<file path="src/rtl/ifu_fetch.sv">
// Instruction fetch unit.
// Latches the PC, issues one single-beat read to memory, and hands the returned
// word to decode. Only one request is ever outstanding. A flush throws away
// whatever fetch is in progress so the next fetch starts from the redirected PC.
//
// Handshake rule on every valid/ready pair (mem_req, mem_rsp, inst): a transfer
// happens in a cycle where valid and ready are both high. Once valid is raised
// it stays high, with its payload stable, until that transfer. The one exception
// is inst_valid, which drops without a transfer when flush is asserted.
module ifu_fetch #(
    parameter int ADDR_W = 32,
    parameter int INST_W = 32,
    parameter int CNT_W  = 32
) (
    input  logic              clk,
    input  logic              rst,
    input  logic [ADDR_W-1:0] pc,
    output logic              pc_w_en,
    input  logic              flush,
    output logic              mem_req_valid,
    input  logic              mem_req_ready,
    output logic [ADDR_W-1:0] mem_req_addr,
    input  logic              mem_rsp_valid,
    output logic              mem_rsp_ready,
    input  logic [INST_W-1:0] mem_rsp_data,
    input  logic              mem_rsp_err,
    output logic              inst_valid,
    input  logic              inst_ready,
    output logic [INST_W-1:0] inst,
    output logic [ADDR_W-1:0] inst_pc,
    output logic              inst_err,
    output logic [CNT_W-1:0]  stall_cnt,
    output logic [2:0]        state_dbg
);

    typedef enum logic [2:0] {
        S_IDLE = 3'd0,
        S_REQ  = 3'd1,
        S_WAIT = 3'd2,
        S_OUT  = 3'd3,
        S_DROP = 3'd4
    } state_t;

    state_t              state_q;
    state_t              state_n;
    logic [ADDR_W-1:0]   addr_q;
    logic [INST_W-1:0]   inst_q;
    logic                err_q;
    logic                drop_q;
    logic [CNT_W-1:0]    stall_q;

    // Control strobes produced by the next-state logic.
    logic                load_addr;
    logic                load_inst;
    logic                drop_set;
    logic                drop_clr;
    logic                stalling;

    // State register.
    always_ff @(posedge clk or negedge rst) begin
        if (!rst) begin
            state_q <= S_IDLE;
        end else begin
            state_q <= state_n;
        end
    end

    // Next-state decode and handshake outputs.
    always_comb begin
        state_n       = state_q;
        load_addr     = 1'b0;
        load_inst     = 1'b0;
        drop_set      = 1'b0;
        drop_clr      = 1'b0;
        stalling      = 1'b0;
        mem_req_valid = 1'b0;
        mem_rsp_ready = 1'b0;
        inst_valid    = 1'b0;
        pc_w_en       = 1'b0;
        case (state_q)
            S_IDLE: begin
                // During a flush the PC is being rewritten; sample it next cycle.
                if (!flush) begin
                    load_addr = 1'b1;
                    state_n   = S_REQ;
                end
            end
            S_REQ: begin
                mem_req_valid = 1'b1;
                stalling      = 1'b1;
                if (mem_req_ready) begin
                    // The request cannot be recalled, so a flushed fetch still
                    // issues and its response is swallowed in DROP.
                    drop_clr = 1'b1;
                    state_n  = (flush || drop_q) ? S_DROP : S_WAIT;
                end else if (flush) begin
                    drop_set = 1'b1;
                end
            end
            S_WAIT: begin
                mem_rsp_ready = 1'b1;
                stalling      = 1'b1;
                if (flush) begin
                    state_n = mem_rsp_valid ? S_IDLE : S_DROP;
                end else if (mem_rsp_valid) begin
                    load_inst = 1'b1;
                    state_n   = S_OUT;
                end
            end
            S_DROP: begin
                mem_rsp_ready = 1'b1;
                stalling      = 1'b1;
                drop_clr      = 1'b1;
                if (mem_rsp_valid) begin
                    state_n = S_IDLE;
                end
            end
            S_OUT: begin
                inst_valid = 1'b1;
                // Flush wins over acceptance: the instruction is abandoned and
                // the PC is left for the redirect to overwrite.
                pc_w_en    = inst_ready && !flush;
                if (flush || inst_ready) begin
                    state_n = S_IDLE;
                end
            end
            default: begin
                state_n = S_IDLE;
            end
        endcase
    end

    // Fetch address, captured once per fetch and held for request and decode.
    always_ff @(posedge clk or negedge rst) begin
        if (!rst) begin
            addr_q <= '0;
        end else if (load_addr) begin
            addr_q <= pc;
        end
    end

    // Returned instruction and fault flag; a faulted fetch presents a zero word.
    always_ff @(posedge clk or negedge rst) begin
        if (!rst) begin
            inst_q <= '0;
            err_q  <= 1'b0;
        end else if (load_inst) begin
            inst_q <= mem_rsp_err ? '0 : mem_rsp_data;
            err_q  <= mem_rsp_err;
        end
    end

    // Remembers a flush seen while the request was still waiting for acceptance.
    always_ff @(posedge clk or negedge rst) begin
        if (!rst) begin
            drop_q <= 1'b0;
        end else if (drop_clr) begin
            drop_q <= 1'b0;
        end else if (drop_set) begin
            drop_q <= 1'b1;
        end
    end

    // Free-running count of cycles spent waiting on memory; wraps naturally.
    always_ff @(posedge clk or negedge rst) begin
        if (!rst) begin
            stall_q <= '0;
        end else if (stalling) begin
            stall_q <= stall_q + {{(CNT_W-1){1'b0}}, 1'b1};
        end
    end

    assign mem_req_addr = addr_q;
    assign inst         = inst_q;
    assign inst_pc      = addr_q;
    assign inst_err     = err_q;
    assign stall_cnt    = stall_q;
    assign state_dbg    = state_q;

endmodule
</file>
<file path="config.mk">
export PLATFORM = sky130hd
export DESIGN_NAME = ifu_fetch
export DESIGN_NICKNAME = d
export VERILOG_FILES = /design/src/rtl/ifu_fetch.sv
export SDC_FILE = /design/constraint.sdc
export NUM_CORES = 1
export LEC_CHECK = 0
export ABC_AREA = 1
export ABC_CLOCK_PERIOD_IN_PS = 1700
export CORE_UTILIZATION = 44
export CTS_BUF_LIST = sky130_fd_sc_hd__clkbuf_2
export CTS_CLUSTER_SIZE = 14
export DETAILED_ROUTE_END_ITERATION = 6
export GPL_TIMING_DRIVEN = 0
export PLACE_DENSITY = 0.93
export SETUP_SLACK_MARGIN = 0.3
export SYNTH_ARGS = -nofsm -noshare
export SYNTH_HDL_FRONTEND = slang
export SYNTH_SLANG_ARGS = --single-unit
</file>
<file path="constraint.sdc">
create_clock -name clk -period 1.7 [get_ports clk]
set_input_delay 0.255 -clock clk [delete_from_list [all_inputs] [get_ports clk]]
set_output_delay 0.255 -clock clk [all_outputs]
set_load 0.01 [all_outputs]
</file>
[After elaboration in Yosys (flattened, before gate mapping)]
Index checks and enable logic that the tools add are counted.
Word-level totals
  flip-flop bits (word level): 101
  input port bits: 71
  latch bits: 0
  memories kept: 0
  memory bits (read-only): 0
  RAM bits: 0
Cells by class
  div/mod/pow operators: 0
  add/subtract/negate cells: 1
  shift-type cells: 0
  $lt $le $gt $ge: 0
  multipliers: 0
  multiplexer cells: 27
  reductions and logical operators: 9
  bitwise operators: 0
  equality and inequality tests: 9
Operators by type and width (count)
  $add A32 B1 Y32 const B: 1
  $mux W32: 1
  $mux W3: 8
  $mux W1: 16
  $pmux W3 S5: 1
  $ne A2 B2 Y1 const B: 4
  $eq A3 B2 Y1 const B: 2
  $reduce_and A5 Y1: 1
  $eq A3 B1 Y1 const B: 1
  $eq A3 B3 Y1 const B: 1
  $logic_not A3 Y1: 1
  $ne A3 B3 Y1 const B: 1
  $reduce_or A3 Y1: 1
  $logic_or A1 B1 Y1: 2
  $pmux W1 S2: 1
  $reduce_bool A2 Y1: 1
  $reduce_or A2 Y1: 1
  $logic_and A1 B1 Y1: 1
  $logic_not A1 Y1: 1

[Depth between registers and ports, before layout]
  depth after elaboration: 5
  mapped depth: 10

[Worst setup path before layout]
No wires, ideal clock.
  path kind: reg-to-reg
  start: register stall_q[0] (netlist: stall_cnt[0])
  end: register stall_q[28] (netlist: stall_cnt[28])
  buffers on the path: 0
  data required time: 1.583 ns
  setup slack: 0.126 ns
  library setup time: 0.117 ns
  cell stages (with the launch flop): 9
  clock period less this slack: 1.574 ns
  arrival: 1.457 ns
  cell sequence: dfrtp_1 -> ha_1 -> nand3_1 -> nor2_1 -> nand3_1 -> nor2_1 -> nand2_1 -> nand2_1 -> nand2_1
Between the ends
  cells in the longest elaborated chain, start to end: 1
Ends and longest elaborated chain
  start, declared: line 50  | logic [CNT_W-1:0] stall_q;
  start signal, assigned: line 169  | stall_q <= stall_q + {{(CNT_W-1){1'b0}}, 1'b1};
  $add A32 B1 Y32: line 169
Every way passes these cells.
A chain may end at the register's enable or synchronous reset.

[Final worst setup path]
  start: register state_q[0] (netlist: state_dbg[0])
  end: output pc_w_en
Between the ends
  cells in the longest elaborated chain, start to end: 2
Ends and longest elaborated chain
  start, declared: line 44  | state_t state_q;
  start signal, assigned: line 64  | state_q <= state_n;
  $eq A3 B2 Y1: line 80  | case (state_q)
  $mux W1: line 80
  end, declared: line 18  | output logic pc_w_en,
Every way passes these cells.

==> results.json <==
{
  "area.growth.synth_to_final_pct": 64.29,
  "layout.cells.non_filler": 976,
  "hold_viol": 0,
  "timing.rr.start": "state_dbg[0]$_DFFE_PN0P_",
  "wl_um": 15440,
  "synth_nets": 617,
  "vias_per_cell": 4.955,
  "clock_latency_ns": 0.60,
  "ioPinCount": 207,
  "crit_path_max_fanout": 5,
  "p_int_mw": 7.348,
  "grt_pass1_vias": 4805,
  "tightest_slew_ns": 0.6292,
  "drt-initial-drc-count": 251,
  "wl_per_cell_um": 15.82,
  "pre_cts_ws_ns": -0.2491,
  "combPwrFrac": 0.536,
  "fp.dieH_um": 106.5,
  "layout.area.seq_sq_um": 2537,
  "synth_cell_types": 24,
  "io_buffer_count": 206,
  "status": "finished, violations left",
  "fmaxAchievable_mhz": 546.1,
  "cts_root_buf": "clkbuf_2",
  "die_area_sq_um": 11330,
  "muxShareOfSynthArea": 0.07506,
  "hpwl_um": 10160,
  "synth_flop_cell": "dfrtp_1",
  "ys_warn_count": 0,
  "cts_tree": "done",
  "rsz0062_at_grt": "true",
  "start_util": 0.4589,
  "n_fill_cell": 707,
  "cts_buffers": 9,
  "dp_cells": 888,
  "clock_skew_ns": 0.02794,
  "syn_area_sq_um": 4801,
  "num_rows": 37,
  "multiInputGateArea_sq_um": 1948,
  "synth-edff-count": 0,
  "synth-seq-area-share": 0.5265,
  "layout_commonest_cell": "nand2_1",
  "placed_area_sq_um": 7107,
  "period_share": 1.077,
  "synthSimpleGateAreaFrac": 0.2554,
  "worst_slack_ns": -0.1311,
  "final_cell_mix": "nand2_1 (200), buf_6 (121), dfrtp_1 (93)",
  "fin_crit_ns": 1.831,
  "ant_nets": 0,
  "ys_ff_latch": 101,
  "start_kind": "flip-flop",
  "worstSetupPathType": "flip-flop to output port",
  "p_sw_frac": 0.3543,
  "p_leak_nw": 4.086,
  "nets": 906,
  "end_kind": "output port",
  "violations": "setup timing",
  "setup_violations": 6,
  "dr_total_vias": 4836,
  "grt_max_degree": 57,
  "clk_pin_slew_ns": 0.27,
  "synthXorXnorAreaFrac": 0.02372,
  "grt_overflow": 0,
  "gp_congestion": 0.9025,
  "grt_pass1_wl_um": 23570,
  "route.detailed.drc": 0,
  "synth_top_family_by_area": "simple AND/OR/NAND/NOR gates",
  "grt_antenna_before_repair": 1,
  "core-area_sq_um": 10460,
  "worstPathRequired_ns": 1.44,
  "maxCapViolCount": 0,
  "netlist_instances": 545,
  "worstHoldStart": "mem_rsp_data[13]",
  "grt.total_usage": 0.2700,
  "power.share.sequential": 0.335,
  "relSlewSlack": 0.5805,
  "clkPwrFrac": 0.128,
  "slew_viol_final": 0,
  "cts_htree_levels": 3,
  "cp-startpoint": "state_dbg[0]$_DFFE_PN0P_",
  "async_flop_share": 1.000,
  "powerDensity_nw_per_um2": 1443,
  "die_w_um": 106.5,
  "synth.avg_cell_area_sq_um": 8.809,
  "drive_gt1_frac": 0.4052,
  "cts.path.max_buffers": 2,
  "drt_first_pass_iters": 5,
  "hold_ws_ns": 0.1574,
  "synth_adder_area_share": 0.002606,
  "vdd_drop_max_v": 0.0009715,
  "cts.sinks": 101,
  "synth_compound_area_frac": 0.01486,
  "arrival_ns": 1.58,
  "min_path_type": "input port to flip-flop",
  "postLayoutCellArea_sq_um": 7888,
  "switching_power_mw": 4.032
}
-- power by group through the flow --
stage / Sequential, mW / Combinational [mW] / Clock (mW)
after global placement: 3.71 / 5.16 / 0
after global routing: 3.90 / 6.47 / 1.57
after floorplan: 4.03 / 2.09 / 0
after CTS: 3.76 / 5.72 / 1.47
final: 3.82 / 6.10 / 1.46
after detailed placement: 3.78 / 5.30 / 0
-- final cells by class --
type                    count  share of cell area
well taps                 136             0.02157
multi-input cells         356              0.2470
plain buffers              43             0.05933
flip-flops and latches    101              0.3217
clock buffers               9            0.005711
inverters                  46             0.02284
repair buffers            277              0.3071
clock inverters             7             0.01444
diodes                      1           0.0003173
-- worst max-delay path, stage by stage, from the launching register on --
cell and delay [ns]:
dfrtp_2 0.51, buf_6 0.13, nand3_4 0.08, nor2_2 0.12, buf_2 0.14
-- per-stage QoR --
stage	util	power (mW)	TNS [ns]
floorplan	-	6.118	0
global placement	0.6769	8.869	-338.19
detailed placement	0.6793	9.082	-9.308
CTS	0.7331	10.95	-0.3785
global route	0.7539	11.94	-3.411
finish	0.7539	11.38	-0.4306
-- layer usage --
layer,routed length (um),up-vias,track usage
met3,1001,43,0.05334
met5,0,-,0
met4,472,0,0.1145
met2,8290,223,0.4958
met1,5676,2317,0.3030
li1,-,2253,-
-- synthesized netlist by cell type, types with 3 or more instances --
library cell	n	area share
nor3_1	5	0.0052
mux2_2	32	0.075
nor2_1	44	0.034
inv_1	43	0.034
clkbuf_1	3	0.0023
nand3b_1	7	0.011
nand4_1	13	0.017
nand3_1	16	0.017
dfrtp_1	101	0.53
nand2_1	203	0.16
buf_2	4	0.0042
buf_4	32	0.050
xnor2_1	5	0.0091
inv_2	3	0.0023
nand3_2	3	0.0063
o21ai_0	11	0.011
nor2_2	3	0.0039
buf_6	4	0.0094
xor2_1	8	0.015
-- cells by family after synthesis --
family | after synthesis
flops | 101
fa+ha+maj | 1
mux | 32
buf+inv | 89
simple gates | 295
xor+xnor | 13
compound gates | 14
-- state kept, by name, indices dropped and copies added, names as in the netlist --
| signal | count |
|---|---|
| state_dbg | 3 |
| drop_q | 1 |
| inst | 32 |
| inst_pc | 32 |
| inst_err | 1 |
| stall_cnt | 32 |
-- final timing paths --
kind,endpoint,slack (ns),cells after the start
min in group asynchronous,stall_cnt[25]$_DFFE_PN0P_,0.17,2
hold reg to reg,inst[0]$_DFFE_PN0P_,0.52,2
hold / removal,inst[13]$_DFFE_PN0P_,0.16,3
setup reg to reg,stall_cnt[10]$_DFFE_PN0P_,-0.01,8
setup / recovery,pc_w_en,-0.13,4
max in group asynchronous,inst[14]$_DFFE_PN0P_,0.81,3
-- what timing repair did --
action / in CTS / in global routing
pin swaps: 10 / 9
cloned: 4 / 0
hold buffers: 1 / 0
hold endpoints to repair: 45 / 0
setup buffers: 54 / 12
setup endpoints to repair: 233 / 236
resized for setup: 691 / 31
No activity file was read; power rests on OpenSTA's default activity.
